## src/rtl/rx_dcoffset_ctrl.sv

```systemverilog
// Burst-aware clear/settle sequencer and settings-bus arbiter for the I/Q DC-offset correctors.
// Host writes are forwarded one cycle late; sequencer clears use the bus only when no forward is pending.
module rx_dcoffset_ctrl #(
  parameter logic [7:0] ADDR_CTRL = 8'd0,
  parameter logic [7:0] ADDR_I    = 8'd1,
  parameter logic [7:0] ADDR_Q    = 8'd2,
  parameter int         CNT_WIDTH = 16
) (
  input  logic        clk,
  input  logic        rst,
  input  logic        set_stb,
  input  logic [7:0]  set_addr,
  input  logic [31:0] set_data,
  input  logic        burst_start,
  input  logic        sample_stb,
  output logic        out_set_stb,
  output logic [7:0]  out_set_addr,
  output logic [31:0] out_set_data,
  output logic        busy,
  output logic        settled
);

  typedef enum logic [1:0] {IDLE, WR_I, WR_Q, SETTLE} state_t;

  localparam logic [31:0]          CLR_WORD = {2'b01, 30'b0};
  localparam logic [CNT_WIDTH-1:0] CNT_MAX  = '1;

  state_t                 state_reg, state_next;
  logic [CNT_WIDTH-1:0]   cnt_reg, cnt_next, cnt_inc;
  logic                   settled_reg, settled_next;
  logic                   auto_clr_en_reg;
  logic [CNT_WIDTH-1:0]   settle_len_reg;
  logic                   shadow_i_reg, shadow_q_reg;
  logic                   fwd_stb_reg;
  logic [7:0]             fwd_addr_reg;
  logic [31:0]            fwd_data_reg;

  logic                   host_fwd;
  logic                   fixed_i, fixed_q;
  logic                   seq_stb;
  logic [7:0]             seq_addr;

  assign host_fwd = set_stb && (set_addr != ADDR_CTRL);

  // Skip decisions see a host mode write landing in the same cycle.
  assign fixed_i = (set_stb && set_addr == ADDR_I) ? set_data[31] : shadow_i_reg;
  assign fixed_q = (set_stb && set_addr == ADDR_Q) ? set_data[31] : shadow_q_reg;

  assign cnt_inc = (cnt_reg == CNT_MAX) ? cnt_reg : cnt_reg + 1'b1;

  always_comb begin
    state_next   = state_reg;
    cnt_next     = cnt_reg;
    settled_next = settled_reg;
    seq_stb      = 1'b0;
    seq_addr     = ADDR_I;
    case (state_reg)
      IDLE: begin
        if (burst_start && auto_clr_en_reg) begin
          state_next   = WR_I;
          cnt_next     = '0;
          settled_next = 1'b0;
        end
      end
      WR_I: begin
        if (fixed_i) begin
          state_next = WR_Q;
        end else if (!fwd_stb_reg) begin
          seq_stb    = 1'b1;
          seq_addr   = ADDR_I;
          state_next = WR_Q;
        end
      end
      WR_Q: begin
        if (fixed_q) begin
          state_next = SETTLE;
        end else if (!fwd_stb_reg) begin
          seq_stb    = 1'b1;
          seq_addr   = ADDR_Q;
          state_next = SETTLE;
        end
      end
      SETTLE: begin
        if (sample_stb) begin
          cnt_next = cnt_inc;
        end
        // Exit on the cycle the final sample arrives so settled rises one cycle later.
        if ((cnt_reg == settle_len_reg) || (sample_stb && cnt_inc == settle_len_reg)) begin
          state_next   = IDLE;
          settled_next = 1'b1;
        end
      end
      default: state_next = IDLE;
    endcase
    if (state_reg != IDLE && burst_start) begin
      state_next   = WR_I;
      cnt_next     = '0;
      settled_next = 1'b0;
    end
  end

  always_ff @(posedge clk) begin
    if (rst) begin
      state_reg       <= IDLE;
      cnt_reg         <= '0;
      settled_reg     <= 1'b0;
      auto_clr_en_reg <= 1'b0;
      settle_len_reg  <= '0;
      shadow_i_reg    <= 1'b0;
      shadow_q_reg    <= 1'b0;
      fwd_stb_reg     <= 1'b0;
      fwd_addr_reg    <= '0;
      fwd_data_reg    <= '0;
    end else begin
      state_reg    <= state_next;
      cnt_reg      <= cnt_next;
      settled_reg  <= settled_next;
      fwd_stb_reg  <= host_fwd;
      fwd_addr_reg <= set_addr;
      fwd_data_reg <= set_data;
      if (set_stb && set_addr == ADDR_CTRL) begin
        auto_clr_en_reg <= set_data[31];
        settle_len_reg  <= set_data[CNT_WIDTH-1:0];
      end
      if (set_stb && set_addr == ADDR_I) shadow_i_reg <= set_data[31];
      if (set_stb && set_addr == ADDR_Q) shadow_q_reg <= set_data[31];
    end
  end

  // Output bus: pending host forward has priority; nothing is driven while reset is held.
  always_comb begin
    out_set_stb  = 1'b0;
    out_set_addr = '0;
    out_set_data = '0;
    if (!rst) begin
      if (fwd_stb_reg) begin
        out_set_stb  = 1'b1;
        out_set_addr = fwd_addr_reg;
        out_set_data = fwd_data_reg;
      end else if (seq_stb) begin
        out_set_stb  = 1'b1;
        out_set_addr = seq_addr;
        out_set_data = CLR_WORD;
      end
    end
  end

  assign busy    = (state_reg != IDLE);
  assign settled = settled_reg;

endmodule

```

## config.mk

```make
export PLATFORM = sky130hd
export DESIGN_NAME = rx_dcoffset_ctrl
export DESIGN_NICKNAME = d
export VERILOG_FILES = /design/src/rtl/rx_dcoffset_ctrl.sv
export SDC_FILE = /design/constraint.sdc
export NUM_CORES = 1
export LEC_CHECK = 0
export CAP_MARGIN = 20
export CORE_MARGIN = 2
export CORE_UTILIZATION = 55
export DETAILED_ROUTE_END_ITERATION = 12
export GPL_ROUTABILITY_DRIVEN = 0
export GPL_TIMING_DRIVEN = 0
export PLACE_DENSITY = 0.82
export SYNTH_ARGS = -nofsm -noshare
export SYNTH_HDL_FRONTEND = slang
export SYNTH_SLANG_ARGS = --single-unit
```

## constraint.sdc

```tcl
create_clock -name clk -period 3.8 [get_ports clk]
set_input_delay 0.38 -clock clk [delete_from_list [all_inputs] [get_ports clk]]
set_output_delay 0.38 -clock clk [all_outputs]
set_load 0.02 [all_outputs]
```

==> summary.md, run 1 <==
| Metric | Value |
|---|---|
| Routed WL | `11,200 µm` |
| Seq cells post-synth | `79` |
| Number of flip-flops in the largest register | `32` |
| DR DRC count | `0` |
| Setup ws final | `160 ps` |
| # IOs | `88` |
| Power density cells | `367 nW/µm²` |
| Sequential fraction of the synthesis area | `0.387` |
| Worst hold path type | `reg -> reg` |
| Root buffer cell | `clkbuf_8` |
| Worst hold slack | `474 ps` |
| Max Fclk | `0.275 GHz` |
| Max FO, Critical Path | `4` |
| Layout cell share with drive strength beyond 1 | `0.0903` |
| CP Launch Type | `primary input` |
| Share of the synthesized area in the top cell type | `0.387` |
| Full die area | `8130 µm²` |
| Pins over their slew limit | `0` |
| DP Area | `5080 µm²` |
| WHS Path Cells | `2` |
| Syn nets | `534` |
| Aggregate global routing overflow | `0` |
| Worst flop-to-flop path endpoint | `state_reg[0]$_SDFFE_PP0P_` |
| Initial core utilization | `0.566` |
| Maximum VDD drop | `0.000465 V` |
| Largest net degree at the start of global routing | `15` |
| Worst R2R Path Depth | `9` |
| Worst setup path startpoint | `set_addr[5]` |
| RSZ-0062 raised after global routing | `no` |
| Vias/cell | `5.77` |
| Period utilisation layout | `0.958` |
| Ys async rst share | `0` |
| Reg2Reg Setup Slack | `720 ps` |
| Initial antenna violation count | `0` |
| Most used DFF post-synth | `dfxtp_1` |
| DR WL/cell | `16.4 µm` |
| Crit Path Category | `in -> out` |
| Port Buffers | `87` |
| CTS tree | `built` |
| Clk Latency, worst-skew pair | `360 ps` |
| Required time worst endpoint | `3420 ps` |
| Maxcap violations | `0` |
| Reg-to-Reg Start | `cnt_reg[1]$_SDFFE_PP0P_` |
| Synth Cell Area | `4090 µm²` |
| Maximum buffer depth of the clock tree | `2` |
| Design area | `5280 µm²` |
| CP arrival | `3260 ps` |
| PostCTS Resize Cnt | `0` |
| Hold_buf cts | `0` |
| Setup skew after layout | `6.67 ps` |
| Num CTS Buffers | `9` |
| Leak | `1.99 nW` |
| Setup tns final | `0 ps` |
| Clk pin slew, worst setup/hold paths | `80 ps` |
| Core area | `7210 µm²` |
| Chip Width | `90.2 µm` |
| Die height | `90.2 µm` |
| Worst slew margin | `0.412` |
| Pre-CTS WS | `30.2 ps` |
| Worst hold endpoint | `settle_len_reg[3]$_SDFFE_PP0P_` |
| Cell taking the most area after synthesis | `dfxtp_1` |
| Post-layout nets | `632` |
| Clock Sinks | `79` |
| Distinct cells, synth | `59` |
| CP endpoint kind | `output pin` |
| Hold Vio Cnt, Final | `0` |
| Ys Warns | `0` |
| Status | `complete, no violations` |
| Synth-to-layout area growth | `29.2%` |
| DR iter-0 viols | `358` |
| Detail Placement HPWL | `8440 µm` |
| Synthesized instance count | `484` |
| Tot GR Track Use | `0.284` |
| Synth top area cells | `dfxtp_1 (39%), nor2b_1 (6.9%), and2_1 (5.8%)` |
| H-Tree Depth | `3` |
| Final min period | `3640 ps` |
| # diodes | `0` |
| Mean post-synth cell area | `8.44 µm²` |
| Via count | `3,956` |
| Setup Viol. Count Final | `0` |
| Row count | `31` |
| Min-delay src | `settle_len_reg[3]$_SDFFE_PP0P_` |
| First-pass GRT wire length | `18,600 µm` |
| EDFF count, synth | `0` |
| Vias in the first global route | `3,904` |
| Initial DRT Pass Iterations | `5` |
| Slew @ Worst Pin | `883 ps` |
| Remaining antenna violation count | `0` |
| Post-CTS Setup Inserts | `0` |
-- power by group --
part           leakage, nW  switching [mW]  total (mW)  internal (mW)
registers            0.648          0.0143       0.874          0.859
logic                 1.24           0.238       0.420          0.183
clock network       0.0985           0.332       0.643          0.311
-- cell type report --
| class | count | area, µm² |
|---|---|---|
| clock inverters | 5 | 65.1 |
| inverters | 7 | 26.3 |
| well taps | 99 | 124 |
| flip-flops and latches | 79 | 1580 |
| clock buffers | 11 | 131 |
| repair buffers | 87 | 873 |
| plain buffers | 31 | 131 |
| fillers | 580 | 1940 |
| multi-input cells | 367 | 2350 |
-- per-layer routing --
metal | track usage | up-vias | wire length, µm
met4 | 0.128 | 0 | 318
met1 | 0.364 | 1875 | 4780
met3 | 0.0562 | 38 | 828
met2 | 0.464 | 163 | 5320
li1 | - | 1880 | -
met5 | 0 | - | 0
-- how the worst max path moves through the flow --
stage / end / slack, ps / cells past startpoint
after detailed placement: out_set_data[30] / 30 / 9
after global placement: out_set_data[30] / 110 / 9
after global routing: out_set_stb / 20 / 9
after CTS: out_set_data[30] / 20 / 9
final: out_set_addr[0] / 160 / 9
after floorplan: out_set_data[30] / 970 / 7
-- kinds of logic (layout without fill, tap and decap cells) --
kind of cell,after synthesis,count (layout),synth area share
simple gates,241,241,0.349
compound gates,92,92,0.145
flops,79,79,0.387
buf+inv,38,141,0.0386
xor+xnor,22,22,0.0472
mux,7,7,0.0172
fa+ha+maj,5,5,0.0153
-- critical path, cell delays in order --
cell	delay, ps
clkdlybuf4s50_1	410
or4_4	580
or4_4	500
mux2i_1	210
a21o_2	200
and2_1	170
a22oi_1	80
nor2_1	110
clkdlybuf4s50_1	620
-- synth_stat cells, types with 3 or more instances --
cell type,n
dfxtp_1,79
nor2b_1,45
a21oi_1,42
and2_1,38
nand2_1,36
nand3_1,30
nor2_1,28
clkbuf_1,17
xor2_1,16
o21ai_0,13
buf_2,12
nand2b_1,8
inv_1,7
mux2i_1,7
nand4_1,7
nor3_1,7
nor4_1,6
xnor2_1,6
ha_1,5
or2_2,5
a2bb2oi_1,4
and3_1,4
and4_1,4
o2111ai_1,4
or4_4,4
a21o_1,3
a31oi_1,3
nand4_2,3
nor4_2,3
-- cell usage in the layout (no fill, tap or decap), types with 5 or more instances in the layout --
master            n
mux2i_1           7
nand2b_1          8
nor2b_1          45
nand3_1          30
nand2_1          36
or2_2             5
inv_1             7
and2_1           38
xnor2_1           6
nor2_1           28
o21ai_0          13
nand4_1           7
clkbuf_8          9
dfxtp_1          79
nor4_1            6
clkbuf_1         19
clkdlybuf4s50_1  86
a21oi_1          42
xor2_1           16
ha_1              5
nor3_1            7
buf_2            12
-- per-stage QoR --
step | std cells | utilization | power (mW)
6_report | 686 | 0.732 | 1.94
3_5_place_dp | 670 | 0.704 | 1.30
3_3_place_gp | 670 | 0.704 | 1.29
5_1_grt | 686 | 0.732 | 2.03
2_1_floorplan | 484 | - | 1.14
4_1_cts | 686 | 0.731 | 1.94
Power figures use the tool's default switching activity.
==> run 2, diff against run 1 <==
CTS_BUF_LIST = sky130_fd_sc_hd__clkbuf_16   (was default)
==> run 2 against run 1 <==
- design area rose by 1.9%
- global-route usage barely moved
- clock skew fell by 3.4 ps
- non-clock buffer count did not move
- critical path type unchanged
- critical endpoint unchanged
==> summary.md, run 2 (synthesis gave the netlist of run 1 again) <==
| Metric | Value |
|---|---|
| Slew @ Worst Pin | `889 ps` |
| Setup tns final | `0 ps` |
| DR iter-0 viols | `342` |
| CTS tree | `built` |
| Core area | `7210 µm²` |
| CP arrival | `3260 ps` |
| Crit Path Category | `in -> out` |
| Clock Sinks | `79` |
| DR DRC count | `0` |
| Leak | `2.05 nW` |
| Synth-to-layout area growth | `31.7%` |
| H-Tree Depth | `3` |
| Initial DRT Pass Iterations | `5` |
| Worst hold slack | `471 ps` |
| # diodes | `0` |
| Initial core utilization | `0.566` |
| Routed WL | `11,200 µm` |
| Aggregate global routing overflow | `0` |
| Worst slew margin | `0.408` |
| Chip Width | `90.2 µm` |
| Maximum VDD drop | `0.000490 V` |
| Period utilisation layout | `0.959` |
| Clk Latency, worst-skew pair | `330 ps` |
| Vias/cell | `5.78` |
| Remaining antenna violation count | `0` |
| Largest net degree at the start of global routing | `15` |
| Initial antenna violation count | `0` |
| Most frequent cells in the layout | `clkdlybuf4s50_1 (86), dfxtp_1 (79), nor2b_1 (45)` |
| CP max stage cell | `clkdlybuf4s50_1` |
| Tot GR Track Use | `0.284` |
| Via count | `3,965` |
| CP max stage delay | `620 ps` |
| Full die area | `8130 µm²` |
| Die height | `90.2 µm` |
| Detail Placement HPWL | `8440 µm` |
| Setup Viol. Count Final | `0` |
| Pre-CTS WS | `30.2 ps` |
| Setup skew after layout | `3.28 ps` |
| Post-layout nets | `632` |
| Power density cells | `401 nW/µm²` |
| Vias in the first global route | `3,976` |
| Hold Vio Cnt, Final | `0` |
| First-pass GRT wire length | `18,700 µm` |
| CP Launch Type | `primary input` |
| Worst-path cell chain | `clkdlybuf4s50_1 > or4_4 > or4_4 > mux2i_1 > a21o_2 > and2_1 > a22oi_1 > nor2_1 > clkdlybuf4s50_1` |
| Layout cell share with drive strength beyond 1 | `0.0903` |
| Post-CTS Setup Inserts | `0` |
| # IOs | `88` |
| Required time worst endpoint | `3420 ps` |
| Worst hold path type | `reg -> reg` |
| Max FO, Critical Path | `4` |
| Clk pin slew, worst setup/hold paths | `60 ps` |
| Maximum buffer depth of the clock tree | `2` |
| Root buffer cell | `clkbuf_16` |
| Max Fclk | `0.274 GHz` |
| Row count | `31` |
| Commonest non-fill, non-tap cell in the layout | `clkdlybuf4s50_1` |
| DR WL/cell | `16.4 µm` |
| Final min period | `3640 ps` |
| Status | `complete, no violations` |
| RSZ-0062 raised after global routing | `no` |
| Num CTS Buffers | `9` |
| Port Buffers | `87` |
| Pins over their slew limit | `0` |
| CP endpoint kind | `output pin` |
| Number of flip-flops in the largest register | `32` |
| Maxcap violations | `0` |
| Setup ws final | `156 ps` |
-- run 2: cell types whose count changed in the layout (fill, tap and decap cells not counted) --
cell,before,now
clkbuf_1,19,17
clkbuf_16,0,9
clkbuf_8,9,0
inv_1,7,9
-- run 2: critical path, delay by kind of cell --
| kind | cells | cell delay (ps) |
|---|---|---|
| and+or+nand+nor | 4 | 1370 |
| buffers and inverters | 2 | 1030 |
| AOI/OAI and AO/OA | 2 | 280 |
| muxes | 1 | 210 |
-- run 2: path summary, 6_finish.rpt --
| kind | start | end | slack (ps) | cells after the start |
|---|---|---|---|---|
| setup / recovery | set_addr[5] | out_set_addr[0] | 160 | 9 |
| hold / removal | settle_len_reg[3]$_SDFFE_PP0P_ | settle_len_reg[3]$_SDFFE_PP0P_ | 470 | 2 |
| setup reg to reg | cnt_reg[1]$_SDFFE_PP0P_ | state_reg[0]$_SDFFE_PP0P_ | 710 | 9 |
| hold reg to reg | settle_len_reg[3]$_SDFFE_PP0P_ | settle_len_reg[3]$_SDFFE_PP0P_ | 470 | 2 |
-- run 2: final cells by class --
cell class                 count  area (µm²)
multi-input combinational    367        2350
fill                         560        1830
sequential                    79        1580
timing repair buffer          87         873
clock buffer                   9         225
buffer                        31         131
tap                           99         124
clock inverter                 7        72.6
inverter                       7        26.3
-- run 2: where the power goes --
part / leakage, nW / switching, mW / internal (mW) / total (mW)
Combinational: 1.24 / 0.237 / 0.183 / 0.420
Sequential: 0.648 / 0.0144 / 0.860 / 0.875
Clock: 0.153 / 0.352 / 0.511 / 0.863
Total: 2.05 / 0.604 / 1.55 / 2.16
-- run 2: what timing repair did --
action	in CTS	in global routing
endpoints found under the setup margin	0	1
hold endpoints to repair	0	0
gates resized for setup	0	1
hold buffers	0	0
-- run 2: metrics by stage --
stage,total power [mW],util,instance area [µm²],std cells
after floorplan,1.14,-,4090,484
after global placement,1.29,0.704,5080,670
after detailed placement,1.30,0.704,5080,670
after CTS,2.16,0.745,5380,686
after global routing,2.25,0.746,5380,686
final,2.16,0.746,5380,686
-- run 2: per-layer routing --
metal,track usage,share of wire
met3,0.0520,0.066
met2,0.458,0.47
met5,0,0
met1,0.366,0.43
met4,0.141,0.035
